### src/rtl/cpu_pkg.sv
// cpu_pkg -- shared MIPS-subset opcode/funct constants, ALU op codes and decode types.
// rev 1.0
`default_nettype none

package cpu_pkg;

  localparam logic [5:0] OP_RTYPE = 6'h00;
  localparam logic [5:0] OP_J     = 6'h02;
  localparam logic [5:0] OP_JAL   = 6'h03;
  localparam logic [5:0] OP_BEQ   = 6'h04;
  localparam logic [5:0] OP_ADDIU = 6'h09;
  localparam logic [5:0] OP_ORI   = 6'h0D;
  localparam logic [5:0] OP_LUI   = 6'h0F;
  localparam logic [5:0] OP_LW    = 6'h23;
  localparam logic [5:0] OP_SW    = 6'h2B;

  localparam logic [5:0] FN_SLL  = 6'h00;
  localparam logic [5:0] FN_SRL  = 6'h02;
  localparam logic [5:0] FN_JR   = 6'h08;
  localparam logic [5:0] FN_ADDU = 6'h21;
  localparam logic [5:0] FN_SUBU = 6'h23;
  localparam logic [5:0] FN_AND  = 6'h24;
  localparam logic [5:0] FN_OR   = 6'h25;
  localparam logic [5:0] FN_SLT  = 6'h2A;

  localparam logic [4:0] LINK_REG = 5'd31;

  typedef enum logic [3:0] {
    ALU_ADD   = 4'd0,
    ALU_SUB   = 4'd1,
    ALU_AND   = 4'd2,
    ALU_OR    = 4'd3,
    ALU_SLT   = 4'd4,
    ALU_SLL   = 4'd5,
    ALU_SRL   = 4'd6,
    ALU_PASSB = 4'd7
  } alu_op_e;

  typedef enum logic [1:0] {
    IMM_NONE  = 2'd0,
    IMM_SIGN  = 2'd1,
    IMM_ZERO  = 2'd2,
    IMM_UPPER = 2'd3
  } imm_kind_e;

  typedef struct packed {
    logic    reg_write;
    logic    mem_read;
    logic    mem_write;
    logic    mem_to_reg;
    logic    alu_src;
    logic    branch;
    logic    jump;
    logic    jump_reg;
    logic    link;
    alu_op_e alu_op;
  } ctrl_t;

endpackage

`default_nettype wire

### src/rtl/id_stage_if.sv
// id_stage_if -- IF/ID inputs, register-file read port and ID/EX register outputs of the decode stage.
// rev 1.0
`default_nettype none

interface id_stage_if #(
  parameter int W = 32
);
  logic [31:0]  IF_Instr;
  logic [31:0]  IF_PC;
  logic         IF_Valid;
  logic [4:0]   ReadReg1;
  logic [4:0]   ReadReg2;
  logic [W-1:0] ReadData1;
  logic [W-1:0] ReadData2;
  logic         EX_Flush;
  logic         ID_Stall;
  logic         EX_Valid;
  logic [31:0]  EX_PC;
  logic [W-1:0] EX_A;
  logic [W-1:0] EX_B;
  logic [W-1:0] EX_Imm;
  logic [4:0]   EX_Shamt;
  logic [4:0]   EX_WReg;
  logic         EX_RegWrite;
  logic         EX_MemRead;
  logic         EX_MemWrite;
  logic         EX_MemToReg;
  logic         EX_ALUSrc;
  logic         EX_Branch;
  logic         EX_Jump;
  logic         EX_JumpReg;
  logic         EX_Link;
  logic [3:0]   EX_ALUOp;

  // master: the surrounding pipeline / register file; slave: the decode stage
  modport master (
    output IF_Instr, IF_PC, IF_Valid, ReadData1, ReadData2, EX_Flush,
    input  ReadReg1, ReadReg2, ID_Stall, EX_Valid, EX_PC, EX_A, EX_B, EX_Imm,
           EX_Shamt, EX_WReg, EX_RegWrite, EX_MemRead, EX_MemWrite, EX_MemToReg,
           EX_ALUSrc, EX_Branch, EX_Jump, EX_JumpReg, EX_Link, EX_ALUOp
  );

  modport slave (
    input  IF_Instr, IF_PC, IF_Valid, ReadData1, ReadData2, EX_Flush,
    output ReadReg1, ReadReg2, ID_Stall, EX_Valid, EX_PC, EX_A, EX_B, EX_Imm,
           EX_Shamt, EX_WReg, EX_RegWrite, EX_MemRead, EX_MemWrite, EX_MemToReg,
           EX_ALUSrc, EX_Branch, EX_Jump, EX_JumpReg, EX_Link, EX_ALUOp
  );

endinterface

`default_nettype wire

### src/rtl/id_decode.sv
// id_decode -- combinational decode of one instruction into control, immediate, destination and source-use flags.
// rev 1.0
`default_nettype none

module id_decode
  import cpu_pkg::*;
#(
  parameter int W = 32
) (
  input  logic [31:0]  instr,
  output logic         valid,
  output ctrl_t        ctrl,
  output logic [W-1:0] imm,
  output logic [4:0]   wreg,
  output logic         use_rs,
  output logic         use_rt
);

  logic [5:0]  op;
  logic [5:0]  fn;
  logic [4:0]  rt;
  logic [4:0]  rd;
  logic [15:0] imm16;
  imm_kind_e   imm_kind;
  logic        writes;

  assign op    = instr[31:26];
  assign fn    = instr[5:0];
  assign rt    = instr[20:16];
  assign rd    = instr[15:11];
  assign imm16 = instr[15:0];

  always_comb begin
    valid    = 1'b0;
    ctrl     = '0;
    imm_kind = IMM_NONE;
    wreg     = 5'd0;
    writes   = 1'b0;
    use_rs   = 1'b0;
    use_rt   = 1'b0;

    case (op)
      OP_RTYPE: begin
        valid  = 1'b1;
        writes = 1'b1;
        wreg   = rd;
        use_rs = 1'b1;
        use_rt = 1'b1;
        case (fn)
          FN_ADDU: ctrl.alu_op = ALU_ADD;
          FN_SUBU: ctrl.alu_op = ALU_SUB;
          FN_AND:  ctrl.alu_op = ALU_AND;
          FN_OR:   ctrl.alu_op = ALU_OR;
          FN_SLT:  ctrl.alu_op = ALU_SLT;
          FN_SLL: begin
            ctrl.alu_op = ALU_SLL;
            use_rs      = 1'b0;
          end
          FN_SRL: begin
            ctrl.alu_op = ALU_SRL;
            use_rs      = 1'b0;
          end
          FN_JR: begin
            writes        = 1'b0;
            ctrl.jump_reg = 1'b1;
          end
          default: begin
            valid  = 1'b0;
            writes = 1'b0;
            wreg   = 5'd0;
            use_rs = 1'b0;
            use_rt = 1'b0;
          end
        endcase
      end
      OP_ADDIU: begin
        valid = 1'b1; writes = 1'b1; wreg = rt; use_rs = 1'b1;
        ctrl.alu_src = 1'b1; imm_kind = IMM_SIGN;
      end
      OP_ORI: begin
        valid = 1'b1; writes = 1'b1; wreg = rt; use_rs = 1'b1;
        ctrl.alu_src = 1'b1; ctrl.alu_op = ALU_OR; imm_kind = IMM_ZERO;
      end
      OP_LUI: begin
        valid = 1'b1; writes = 1'b1; wreg = rt;
        ctrl.alu_src = 1'b1; ctrl.alu_op = ALU_PASSB; imm_kind = IMM_UPPER;
      end
      OP_LW: begin
        valid = 1'b1; writes = 1'b1; wreg = rt; use_rs = 1'b1;
        ctrl.alu_src = 1'b1; ctrl.mem_read = 1'b1; ctrl.mem_to_reg = 1'b1;
        imm_kind = IMM_SIGN;
      end
      OP_SW: begin
        valid = 1'b1; use_rs = 1'b1; use_rt = 1'b1;
        ctrl.alu_src = 1'b1; ctrl.mem_write = 1'b1; imm_kind = IMM_SIGN;
      end
      OP_BEQ: begin
        valid = 1'b1; use_rs = 1'b1; use_rt = 1'b1;
        ctrl.branch = 1'b1; ctrl.alu_op = ALU_SUB; imm_kind = IMM_SIGN;
      end
      OP_J: begin
        valid = 1'b1; ctrl.jump = 1'b1;
      end
      OP_JAL: begin
        valid = 1'b1; writes = 1'b1; wreg = LINK_REG;
        ctrl.jump = 1'b1; ctrl.link = 1'b1;
      end
      default: valid = 1'b0;
    endcase

    // writes to $0 are architecturally discarded, so never request them
    ctrl.reg_write = writes & (wreg != 5'd0);
  end

  always_comb begin
    imm = '0;
    case (imm_kind)
      IMM_SIGN:  imm = W'($signed(imm16));
      IMM_ZERO:  imm = W'(imm16);
      IMM_UPPER: imm = W'({imm16, 16'h0000});
      default:   imm = '0;
    endcase
  end

endmodule

`default_nettype wire

### src/rtl/id_stage.sv
// id_stage -- decode stage: register-file addressing, load-use hazard detection and the ID/EX pipeline register.
// rev 1.0
`default_nettype none

module id_stage
  import cpu_pkg::*;
#(
  parameter int W = 32
) (
  input  logic     CLK,
  input  logic     RST_N,
  id_stage_if.slave bus
);

  logic         dec_valid;
  ctrl_t        dec_ctrl;
  logic [W-1:0] dec_imm;
  logic [4:0]   dec_wreg;
  logic         use_rs;
  logic         use_rt;
  logic [4:0]   rs;
  logic [4:0]   rt;
  logic         load_use;
  logic         stall;
  logic         capture;
  ctrl_t        ctrl_d;

  assign rs = bus.IF_Instr[25:21];
  assign rt = bus.IF_Instr[20:16];

  assign bus.ReadReg1 = rs;
  assign bus.ReadReg2 = rt;

  id_decode #(.W(W)) u_decode (
    .instr  (bus.IF_Instr),
    .valid  (dec_valid),
    .ctrl   (dec_ctrl),
    .imm    (dec_imm),
    .wreg   (dec_wreg),
    .use_rs (use_rs),
    .use_rt (use_rt)
  );

  // a load still in EX has no data yet; any consumer in ID must wait one cycle
  assign load_use = bus.EX_Valid & bus.EX_MemRead & (bus.EX_WReg != 5'd0) &
                    ((use_rs & (rs == bus.EX_WReg)) | (use_rt & (rt == bus.EX_WReg)));

  assign stall        = bus.IF_Valid & ~bus.EX_Flush & load_use;
  assign bus.ID_Stall = stall;

  assign capture = bus.IF_Valid & dec_valid & ~bus.EX_Flush & ~stall;
  assign ctrl_d  = capture ? dec_ctrl : '0;

  always_ff @(posedge CLK or negedge RST_N) begin
    if (!RST_N) begin
      bus.EX_Valid    <= 1'b0;
      bus.EX_PC       <= '0;
      bus.EX_A        <= '0;
      bus.EX_B        <= '0;
      bus.EX_Imm      <= '0;
      bus.EX_Shamt    <= '0;
      bus.EX_WReg     <= '0;
      bus.EX_RegWrite <= 1'b0;
      bus.EX_MemRead  <= 1'b0;
      bus.EX_MemWrite <= 1'b0;
      bus.EX_MemToReg <= 1'b0;
      bus.EX_ALUSrc   <= 1'b0;
      bus.EX_Branch   <= 1'b0;
      bus.EX_Jump     <= 1'b0;
      bus.EX_JumpReg  <= 1'b0;
      bus.EX_Link     <= 1'b0;
      bus.EX_ALUOp    <= '0;
    end else begin
      bus.EX_Valid    <= capture;
      bus.EX_PC       <= capture ? bus.IF_PC : '0;
      bus.EX_A        <= capture ? bus.ReadData1 : '0;
      bus.EX_B        <= capture ? bus.ReadData2 : '0;
      bus.EX_Imm      <= capture ? dec_imm : '0;
      bus.EX_Shamt    <= capture ? bus.IF_Instr[10:6] : '0;
      bus.EX_WReg     <= capture ? dec_wreg : '0;
      bus.EX_RegWrite <= ctrl_d.reg_write;
      bus.EX_MemRead  <= ctrl_d.mem_read;
      bus.EX_MemWrite <= ctrl_d.mem_write;
      bus.EX_MemToReg <= ctrl_d.mem_to_reg;
      bus.EX_ALUSrc   <= ctrl_d.alu_src;
      bus.EX_Branch   <= ctrl_d.branch;
      bus.EX_Jump     <= ctrl_d.jump;
      bus.EX_JumpReg  <= ctrl_d.jump_reg;
      bus.EX_Link     <= ctrl_d.link;
      bus.EX_ALUOp    <= ctrl_d.alu_op;
    end
  end

endmodule

`default_nettype wire

### src/flat_wrapper.sv
// flat-port wrapper written by rule: the top's interface ports become plain ports
module id_stage_flat import cpu_pkg::*;
#(
  parameter int W = 32
)
  (CLK, RST_N, bus_IF_Instr, bus_IF_PC, bus_IF_Valid, bus_ReadData1, bus_ReadData2, bus_EX_Flush, bus_ReadReg1, bus_ReadReg2, bus_ID_Stall, bus_EX_Valid, bus_EX_PC, bus_EX_A, bus_EX_B, bus_EX_Imm, bus_EX_Shamt, bus_EX_WReg, bus_EX_RegWrite, bus_EX_MemRead, bus_EX_MemWrite, bus_EX_MemToReg, bus_EX_ALUSrc, bus_EX_Branch, bus_EX_Jump, bus_EX_JumpReg, bus_EX_Link, bus_EX_ALUOp);
  id_stage_if #(.W(W)) bus_i ();
  input  logic CLK;
  input  logic RST_N;
  input wire logic [$bits(bus_i.IF_Instr)-1:0] bus_IF_Instr;
  input wire logic [$bits(bus_i.IF_PC)-1:0] bus_IF_PC;
  input wire logic [$bits(bus_i.IF_Valid)-1:0] bus_IF_Valid;
  input wire logic [$bits(bus_i.ReadData1)-1:0] bus_ReadData1;
  input wire logic [$bits(bus_i.ReadData2)-1:0] bus_ReadData2;
  input wire logic [$bits(bus_i.EX_Flush)-1:0] bus_EX_Flush;
  output wire logic [$bits(bus_i.ReadReg1)-1:0] bus_ReadReg1;
  output wire logic [$bits(bus_i.ReadReg2)-1:0] bus_ReadReg2;
  output wire logic [$bits(bus_i.ID_Stall)-1:0] bus_ID_Stall;
  output wire logic [$bits(bus_i.EX_Valid)-1:0] bus_EX_Valid;
  output wire logic [$bits(bus_i.EX_PC)-1:0] bus_EX_PC;
  output wire logic [$bits(bus_i.EX_A)-1:0] bus_EX_A;
  output wire logic [$bits(bus_i.EX_B)-1:0] bus_EX_B;
  output wire logic [$bits(bus_i.EX_Imm)-1:0] bus_EX_Imm;
  output wire logic [$bits(bus_i.EX_Shamt)-1:0] bus_EX_Shamt;
  output wire logic [$bits(bus_i.EX_WReg)-1:0] bus_EX_WReg;
  output wire logic [$bits(bus_i.EX_RegWrite)-1:0] bus_EX_RegWrite;
  output wire logic [$bits(bus_i.EX_MemRead)-1:0] bus_EX_MemRead;
  output wire logic [$bits(bus_i.EX_MemWrite)-1:0] bus_EX_MemWrite;
  output wire logic [$bits(bus_i.EX_MemToReg)-1:0] bus_EX_MemToReg;
  output wire logic [$bits(bus_i.EX_ALUSrc)-1:0] bus_EX_ALUSrc;
  output wire logic [$bits(bus_i.EX_Branch)-1:0] bus_EX_Branch;
  output wire logic [$bits(bus_i.EX_Jump)-1:0] bus_EX_Jump;
  output wire logic [$bits(bus_i.EX_JumpReg)-1:0] bus_EX_JumpReg;
  output wire logic [$bits(bus_i.EX_Link)-1:0] bus_EX_Link;
  output wire logic [$bits(bus_i.EX_ALUOp)-1:0] bus_EX_ALUOp;
  assign bus_i.IF_Instr = bus_IF_Instr;
  assign bus_i.IF_PC = bus_IF_PC;
  assign bus_i.IF_Valid = bus_IF_Valid;
  assign bus_i.ReadData1 = bus_ReadData1;
  assign bus_i.ReadData2 = bus_ReadData2;
  assign bus_i.EX_Flush = bus_EX_Flush;
  assign bus_ReadReg1 = bus_i.ReadReg1;
  assign bus_ReadReg2 = bus_i.ReadReg2;
  assign bus_ID_Stall = bus_i.ID_Stall;
  assign bus_EX_Valid = bus_i.EX_Valid;
  assign bus_EX_PC = bus_i.EX_PC;
  assign bus_EX_A = bus_i.EX_A;
  assign bus_EX_B = bus_i.EX_B;
  assign bus_EX_Imm = bus_i.EX_Imm;
  assign bus_EX_Shamt = bus_i.EX_Shamt;
  assign bus_EX_WReg = bus_i.EX_WReg;
  assign bus_EX_RegWrite = bus_i.EX_RegWrite;
  assign bus_EX_MemRead = bus_i.EX_MemRead;
  assign bus_EX_MemWrite = bus_i.EX_MemWrite;
  assign bus_EX_MemToReg = bus_i.EX_MemToReg;
  assign bus_EX_ALUSrc = bus_i.EX_ALUSrc;
  assign bus_EX_Branch = bus_i.EX_Branch;
  assign bus_EX_Jump = bus_i.EX_Jump;
  assign bus_EX_JumpReg = bus_i.EX_JumpReg;
  assign bus_EX_Link = bus_i.EX_Link;
  assign bus_EX_ALUOp = bus_i.EX_ALUOp;
  id_stage #(.W(W)) u_core (.CLK(CLK), .RST_N(RST_N), .bus(bus_i));
endmodule
### config.mk
export PLATFORM = sky130hd
export DESIGN_NAME = id_stage_flat
export DESIGN_NICKNAME = d
export VERILOG_FILES = /design/src/rtl/cpu_pkg.sv /design/src/rtl/id_stage_if.sv /design/src/rtl/id_decode.sv /design/src/rtl/id_stage.sv /design/src/flat_wrapper.sv
export SDC_FILE = /design/constraint.sdc
export NUM_CORES = 1
export LEC_CHECK = 0
export BUFFER_PORTS_ARGS = -buffer_cell sky130_fd_sc_hd__clkbuf_2
export CORE_AREA = 2 2 100 141
export CTS_CLUSTER_DIAMETER = 150
export DETAILED_ROUTE_END_ITERATION = 10
export DIE_AREA = 0 0 102 143
export PLACE_DENSITY = 0.87
export REMOVE_ABC_BUFFERS = 1
export SLEW_MARGIN = 25
export SYNTH_ARGS = -nofsm -noshare
export SYNTH_HDL_FRONTEND = slang
export SYNTH_HIERARCHICAL = 1
export SYNTH_SLANG_ARGS = --single-unit
### constraint.sdc
create_clock -name CLK -period 12.39 [get_ports CLK]
set_clock_uncertainty 0.05 [all_clocks]
set_input_delay 3.717 -clock CLK [delete_from_list [all_inputs] [get_ports CLK]]
set_output_delay 3.717 -clock CLK [all_outputs]
set_load 0.02 [all_outputs]
## After elaboration in Yosys (flattened, before gate mapping)

Index checks and enable logic that the tools add are counted.

| word-level totals | value |
|---|---|
| output and inout port bits | 163 |
| input bits | 132 |
| flip-flop bits (word level) | 152 |

| cells by class | value |
|---|---|
| multiplexer cells | 28 |
| bitwise logic cells | 14 |
| equal/unequal tests | 20 |
| reduce and logical (&&, ||, !) cells | 15 |

Operators by type and width:

| operator | count |
|---|---|
| 32-bit 2-to-1 mux | 4 |
| 32-bit case mux with 3 select lines | 1 |
| 6-bit == test (second input constant) | 7 |
| 6-bit by 4-bit == test with 1-bit output (second input constant) | 4 |
| 6-bit by 2-bit == test with 1-bit output (second input constant) | 3 |
| 3-bit case mux with 6 select lines | 1 |
| 4-bit case mux with 4 select lines | 1 |
| 8-bit OR reduction | 2 |
| 5-bit 2-to-1 mux | 3 |
| 5-bit case mux with 3 select lines | 1 |
| 5-bit OR reduction | 3 |
| 13-bit 2-to-1 mux | 1 |
| 6-bit logical NOT | 2 |
| 1-bit AND | 11 |
| 1-bit 2-to-1 mux | 11 |
| 5-bit == test | 2 |
| 5-bit nonzero test | 2 |
| 1-bit case mux with 2 select lines | 4 |
| 4-bit OR reduction | 2 |
| 7-bit OR reduction | 1 |
| 6-bit by 3-bit == test with 1-bit output (second input constant) | 1 |
| 2-bit case mux with 3 select lines | 1 |
| 6-bit OR reduction | 1 |
| 2-bit == test (second input constant) | 2 |
| other kinds (4) | 6 |

## Logic depth before layout (Yosys ltp)

Gate-level depths: netlist of run 1.

| depth | value |
|---|---|
| word-level depth | 11 |
| gate-level depth with buffers | 11 |

## By module

Netlist of run 1, hierarchy kept.

Modules (own cells, without submodules):

| module | seq. area each (um2) | cells each | times used | area an instance (um2) |
|---|---|---|---|---|
| id_stage | 3803.6 | 553 | 1 | 5838.1 |
| id_decode | 0.0 | 148 | 1 | 1011.0 |

## Worst setup path before layout of run 1

Ideal clock, no wire load.

| timing | value |
|---|---|
| path kind | input to output |
| from | input bus_IF_Instr[29] |
| to | output bus_ID_Stall |
| stages on the path | 10 |
| path buffers | 3 |
| required time | 8.623 ns |
| setup slack | 3.090 ns |
| arrival time | 5.533 ns |
| path through | buf_4 or3b_1 a21bo_1 a21oi_4 buf_6 a21o_1 nand2_1 o22ai_2 buf_4 and2_1 |

| between the ends | value |
|---|---|
| cells in the longest elaborated chain, start to end | 7 |
| elaborated cells on any way between the ends | 15 |

Ends and longest elaborated chain:

| what | RTL line | text |
|---|---|---|
| from (decl) | flat_wrapper.sv:10 | `input wire logic [$bits(bus_i.IF_Instr)-1:0] bus_IF_Instr;` |
| 6-bit by 3-bit == test with 1-bit output (tied with other cells) | id_decode.sv:42 | `case (op)` |
| 5-bit OR reduction (no line) | - |  |
| 1-bit case mux with 2 select lines * | id_decode.sv:42 |  |
| via u_core.use_rs | id_stage.sv:19 | `logic use_rs;` |
| 1-bit AND * | id_stage.sv:46 | `((use_rs & (rs == bus.EX_WReg)) \| (use_rt & (rt == bus.EX_WReg)));` |
| 1-bit bitwise OR * | id_stage.sv:46 |  |
| 1-bit AND * | id_stage.sv:45 | `assign load_use = bus.EX_Valid & bus.EX_MemRead & (bus.EX_WReg != 5'd0) &` |
| 1-bit AND * | id_stage.sv:48 | `assign stall = bus.IF_Valid & ~bus.EX_Flush & load_use;` |
| to (decl) | flat_wrapper.sv:18 | `output wire logic [$bits(bus_i.ID_Stall)-1:0] bus_ID_Stall;` |

The timed path passes the listed nets; every way through them passes the cells marked *.

## Final worst setup path of run 1

Same ends and word-level chain as after synthesis.

==> results of run 1 <==
critical path, cell delays in order:
cell	delay (ns)
clkbuf_2	0.20
or3b_1	0.38
a21bo_1	0.23
a21oi_4	0.38
a21o_1	0.18
nand2_1	0.10
o22ai_4	0.15
buf_4	0.57
and2_1	0.30
clkbuf_2	0.20
cells in the mapped netlist (all sizes together), types with 2 or more instances:
library cell | count | share of area (%)
or4 | 2 | 0.27
nand2b | 5 | 0.57
xor2 | 2 | 0.26
nand3b | 4 | 0.44
nor2b | 3 | 0.27
dfrtp | 152 | 56
a31oi | 2 | 0.18
buf | 53 | 4.6
clkbuf | 38 | 2.1
nor3 | 5 | 0.44
a21oi | 160 | 12
or3 | 3 | 0.27
o22ai | 2 | 0.27
a221o | 5 | 0.73
xnor2 | 10 | 1.3
a21o | 2 | 0.22
nand3 | 154 | 11
nand2 | 23 | 1.3
nor2 | 8 | 0.58
nor4 | 5 | 0.64
o21ai | 19 | 1.9
inv | 5 | 0.27
and2 | 17 | 1.6
nand4 | 2 | 0.18
cell usage in the layout (no fill, tap or decap), types with 4 or more instances in the layout:
cell	n
a221o_1	5
nor3_1	4
o21ai_1	8
clkbuf_16	17
o21ai_2	9
nor2_1	6
clkbuf_2	293
buf_4	7
and2_1	17
dfrtp_1	152
a21oi_1	158
nand3_1	154
nand2_1	23
xnor2_1	10
nand3b_1	4
nand2b_1	4
inv_6	4
inv_1	4
power breakdown:
part	switching [mW]	total (mW)	internal (mW)
Sequential	0.00127	0.502	0.501
Clock	0.216	0.518	0.302
Combinational	0.0624	0.0933	0.0309
logic make-up after synthesis:
family / count (synthesis) / share of synthesized area, %
buf+inv: 96 / 6.98
xor+xnor: 12 / 1.53
simple gates: 237 / 18.5
compound gates: 203 / 17.4
other cells: 1 / 0.0548
flops: 152 / 55.5
how the worst min path moves through the flow:
stage / startpoint / end / slack (ns)
after global placement: u_core/bus.EX_MemRead$_DFF_PN0_ / u_core/bus.EX_A[10]$_DFF_PN0_ / 1.04
final: u_core/bus.EX_MemRead$_DFF_PN0_ / u_core/bus.EX_WReg[0]$_DFF_PN0_ / 1.05
after detailed placement: u_core/bus.EX_MemRead$_DFF_PN0_ / u_core/bus.EX_A[5]$_DFF_PN0_ / 1.05
after global routing: u_core/bus.EX_MemRead$_DFF_PN0_ / u_core/bus.EX_PC[0]$_DFF_PN0_ / 1.12
after CTS: u_core/bus.EX_MemRead$_DFF_PN0_ / u_core/bus.EX_Valid$_DFF_PN0_ / 1.07
after floorplan: u_core/bus.EX_MemRead$_DFF_PN0_ / u_core/bus.EX_Branch$_DFF_PN0_ / 1.41
stage by stage:
step                      TNS (ns)  hold WS [ns]  setup WS [ns]
final                            0          1.05           2.21
after global routing             0          1.12           2.08
after CTS                        0          1.07           2.23
after global placement           0          1.04           2.31
after floorplan             -54.35          1.41          -4.06
after detailed placement         0          1.05           2.25
state kept, by name, indices dropped and copies added, names as in the netlist, 4 cells and up:
signal and cells:
u_core/bus.EX_Imm 32, u_core/bus.EX_WReg 5, u_core/bus.EX_Shamt 5, u_core/bus.EX_A 32, u_core/bus.EX_PC 32, u_core/bus.EX_B 32
u_core/bus.EX_ALUOp 4
metal layers:
layer / part of all wire (%) / up-vias / global-route usage, %
li1: - / 2927 / -
met1: 37 / 3046 / 33.4
met2: 53 / 330 / 45.1
met3: 7.2 / 41 / 5.63
met4: 2.9 / 0 / 10.1
met5: 0 / - / 0
area by class of cell:
cell class,count,area (µm²),share of cell area (%)
flip-flops and latches,152,3800,43.3
inverters,5,18.8,0.214
repair buffers,302,1540,17.6
well taps,182,228,2.59
clock buffers,17,425,4.85
clock inverters,14,166,1.90
multi-input cells,453,2590,29.6
==> impl_metrics.ini, run 1 <==
[placement]
hpwl_mm = 13.3
numPortBuffers = 294
gp_congestion = 0.899
post-place-cells = 1094
placed_area_um2 = 8180

[cts]
hold_buffers = 0
postCtsSetupBuffers = 0
cts.sinks = 152
cts.clk_slew.worst_paths_ns = 0.07
post_cts_resized = 0
h-tree-depth = 4
numCtsBuffers = 17
cts_buffer_depth = 2
cts_root_buffer = clkbuf_16
cts_tree = built
clk_latency_ns = 0.41

[cells_and_area]
drive_gt1_share_pct = 38.4
utilization_pct = 66.2
nFillCells = 1102
final_area_um2 = 8780
diodes = 0
area_growth_pct = 28.2
final_nets = 1063
instances_no_fill = 1125

[timing]
hold_viol = 0
relSlewSlack_pct = 33.0
tightest_slew_ns = 1.01
final-setup-viol-count = 0
slew_viol_final = 0
fin_crit_sh_pct = 82.2
fmax_mhz = 98.2
period_needed_ns = 10.18
rsz0062_at_grt = false

[setup_path]
rr_startpoint = u_core/bus.EX_WReg[2]$_DFF_PN0_
r2r_slack_ns = 9.41
endpoint = bus_ID_Stall
cp_max_fo = 66
rr_endpoint = u_core/bus.EX_Imm[15]$_DFF_PN0_
cp-startpoint = bus_IF_Instr[29]
start_kind = input pin
crit_path_end_kind = output port
critical_path_class = input pin to output port
arrival_ns = 6.41
cp.required_ns = 8.62
worstRegToRegCells = 6

[power]
leakage_nw = 4.55
power.density_nw_per_um2 = 127
ir_drop_v = 0.0000966
finalPower_mw = 1.11

[logic_synthesis]
yosys_register_bits = 152
ys.flop_type = dfrtp_1
yosysSeqAreaShare_pct = 55.5
async_flop_share_pct = 100
synth_edf_count = 0
postSynthAreaPerCell_um2 = 9.77
yosys_warnings = 6
syn_inst = 701
synth_cell_types = 59
syn-cell-area_um2 = 6850

[grt]
grt_pass1_wl_mm = 30.5
grt.total_usage_pct = 26.7
overflow = 0
grt_pass1_vias = 5918
grt_max_degree = 100
grt_antenna_before_repair = 0

[hold_path]
hold_path.class = flip-flop to flip-flop
holdPathStages = 4

[route]
wl_per_cell_um = 17.8
postRouteWirelength_mm = 20.0
via_count = 6344
viasPerCell = 5.64
drcViolationCount = 0
dr.first_iter.drc_count = 474
ant_nets = 0
first_pass_iters = 7

[floorplan]
core_area_um2 = 13300
core.rowCount = 50
die_h_um = 143
dieArea_um2 = 14600
initial_core_util_pct = 51.6
die_x_um = 102
ios = 295

[flow_run]
max_cap_violations = 0

[run_status]
status = complete, no violations
No activity file was read; power rests on OpenSTA's default activity.
==> inputs of run 2 (changes only) <==
--- a/config.mk
+++ b/config.mk
@@ -6,11 +6,11 @@
 export NUM_CORES = 1
 export LEC_CHECK = 0
 export BUFFER_PORTS_ARGS = -buffer_cell sky130_fd_sc_hd__clkbuf_2
-export CORE_AREA = 2 2 100 141
+export CORE_AREA = 2 2 104 147
 export CTS_CLUSTER_DIAMETER = 150
 export DETAILED_ROUTE_END_ITERATION = 10
-export DIE_AREA = 0 0 102 143
-export PLACE_DENSITY = 0.87
+export DIE_AREA = 0 0 106 149
+export PLACE_DENSITY = 0.82
 export REMOVE_ABC_BUFFERS = 1
 export SLEW_MARGIN = 25
 export SYNTH_ARGS = -nofsm -noshare
==> constraint.sdc (replaced) <==
create_clock -name CLK -period 9.8 [get_ports CLK]
set_clock_uncertainty 0.05 [all_clocks]
set_input_delay 2.94 -clock CLK [delete_from_list [all_inputs] [get_ports CLK]]
set_output_delay 2.94 -clock CLK [all_outputs]
set_load 0.02 [all_outputs]
==> impl_metrics.ini, run 2 (synthesis results as in run 1) <==
[cts]
cts_tree = built
cts_buffer_depth = 2
numCtsBuffers = 17
clk_latency_ns = 0.40
hold_buffers = 0
cts_root_buffer = clkbuf_16
postCtsSetupBuffers = 0
cts.sinks = 152
cts.clk_slew.worst_paths_ns = 0.07
post_cts_resized = 0
h-tree-depth = 4

[power]
ir_drop_v = 0.000110
p_comb_share_pct = 8.6
p_switching_mw = 0.356
p_int_mw = 1.04
clockPowerShare_pct = 45.9
finalPower_mw = 1.39
leakage_nw = 4.56
sequentialPowerShare_pct = 45.6
p_sw_share_pct = 25.5
power.density_nw_per_um2 = 158

[grt]
grt_pass1_wl_mm = 30.5
grt.total_usage_pct = 24.4
grt_antenna_before_repair = 0
grt_max_degree = 99
overflow = 0
grt_use_met1_pct = 31.4
grtUsageMet3_pct = 4.50
grt-busiest-layer = met2
grt_pass1_vias = 5872
use_met2_pct = 40.3

[route]
via_count = 6331
viasPerCell = 5.57
wl_per_cell_um = 17.6
drcViolationCount = 0
dr.first_iter.drc_count = 501
ant_nets = 0
first_pass_iters = 5
postRouteWirelength_mm = 20.0

[placement]
numPortBuffers = 294
hpwl_mm = 13.0
gp_congestion = 0.930
dpl_worst_slack_ns = 1.86

[setup_path]
crit_path_end_kind = output port
worstRegToRegCells = 6
start_kind = input pin
critical_path_class = input pin to output port
arrival_ns = 4.96
cp.required_ns = 6.81
cp_max_fo = 17

[cells_and_area]
diodes = 0
area_growth_pct = 28.6
final_cell_mix = clkbuf_2, a21oi_1, nand3_1
final_nets = 1064
final_common_cell = clkbuf_2
drive_gt1_share_pct = 38.5
seq_area_um2 = 3800
multi_input_area_um2 = 2600
nFillCells = 1324

[timing]
hold_viol = 0
slew_viol_final = 0
tightest_slew_ns = 1.01
fin_crit_sh_pct = 81.1
rsz0062_at_grt = false
fin_ws_ns = 1.85
fin_tns_setup_ns = 0
fmax_mhz = 126
relSlewSlack_pct = 32.4
period_needed_ns = 7.95
final-setup-viol-count = 0

[floorplan]
die_x_um = 106
core.rowCount = 53
die_h_um = 149
core_area_um2 = 14700
dieArea_um2 = 15800
ios = 295
initial_core_util_pct = 46.7

[hold_path]
holdPathStages = 4
hold_path.class = flip-flop to flip-flop

[run_status]
status = complete, no violations

[flow_run]
max_cap_violations = 0
## run 2: final cells by class
cell class | count | area share (%)
Clock inverter | 13 | 1.58
Sequential cell | 152 | 43.2
Multi-Input combinational cell | 453 | 29.5
Inverter | 5 | 0.213
Timing Repair Buffer | 303 | 17.8
Clock buffer | 18 | 4.99
Tap cell | 192 | 2.73
## run 2: per-stage QoR
step / utilization [%] / area (µm²) / hold WS, ns / cells
finish: 60.1 / 8810 / 1.09 / 1136
global route: 60.1 / 8810 / 1.15 / 1136
global placement: 55.9 / 8190 / 1.04 / 1104
CTS: 59.9 / 8770 / 1.08 / 1135
floorplan: - / 6390 / 1.41 / 610
detailed placement: 55.9 / 8190 / 1.05 / 1104
## run 2: final timing paths
kind                                            startpoint                             end  slack [ns]
setup / recovery                          bus_IF_Instr[29]                    bus_ID_Stall        1.85
hold / removal             u_core/bus.EX_MemRead$_DFF_PN0_    u_core/bus.EX_A[2]$_DFF_PN0_        1.09
setup reg to reg           u_core/bus.EX_WReg[1]$_DFF_PN0_  u_core/bus.EX_PC[27]$_DFF_PN0_        6.78
hold reg to reg            u_core/bus.EX_MemRead$_DFF_PN0_    u_core/bus.EX_A[2]$_DFF_PN0_        1.09
max in group asynchronous                            RST_N   u_core/bus.EX_B[25]$_DFF_PN0_        6.04
min in group asynchronous                            RST_N   u_core/bus.EX_A[24]$_DFF_PN0_        2.51
## run 2: routing by layer
layer,up-vias,share of wire (%)
li1,2925,-
met1,3077,38
met2,291,53
met3,38,6.0
met4,0,2.9
met5,-,0
## run 2: power groups by stage
stage	clock network (mW)	registers (mW)	logic, mW
after global routing	0.680	0.635	0.130
after global placement	0	0.646	0.116
final	0.639	0.634	0.119
after CTS	0.655	0.634	0.118
after floorplan	0	0.654	0.0389
after detailed placement	0	0.646	0.118
## run 2: worst max-delay path, cell delays in order
cell	delay [ns]
clkbuf_2	0.20
or3b_1	0.37
a21bo_1	0.23
a21oi_4	0.42
a21o_1	0.18
nand2_1	0.09
o22ai_4	0.17
and2_1	0.15
clkbuf_2	0.20
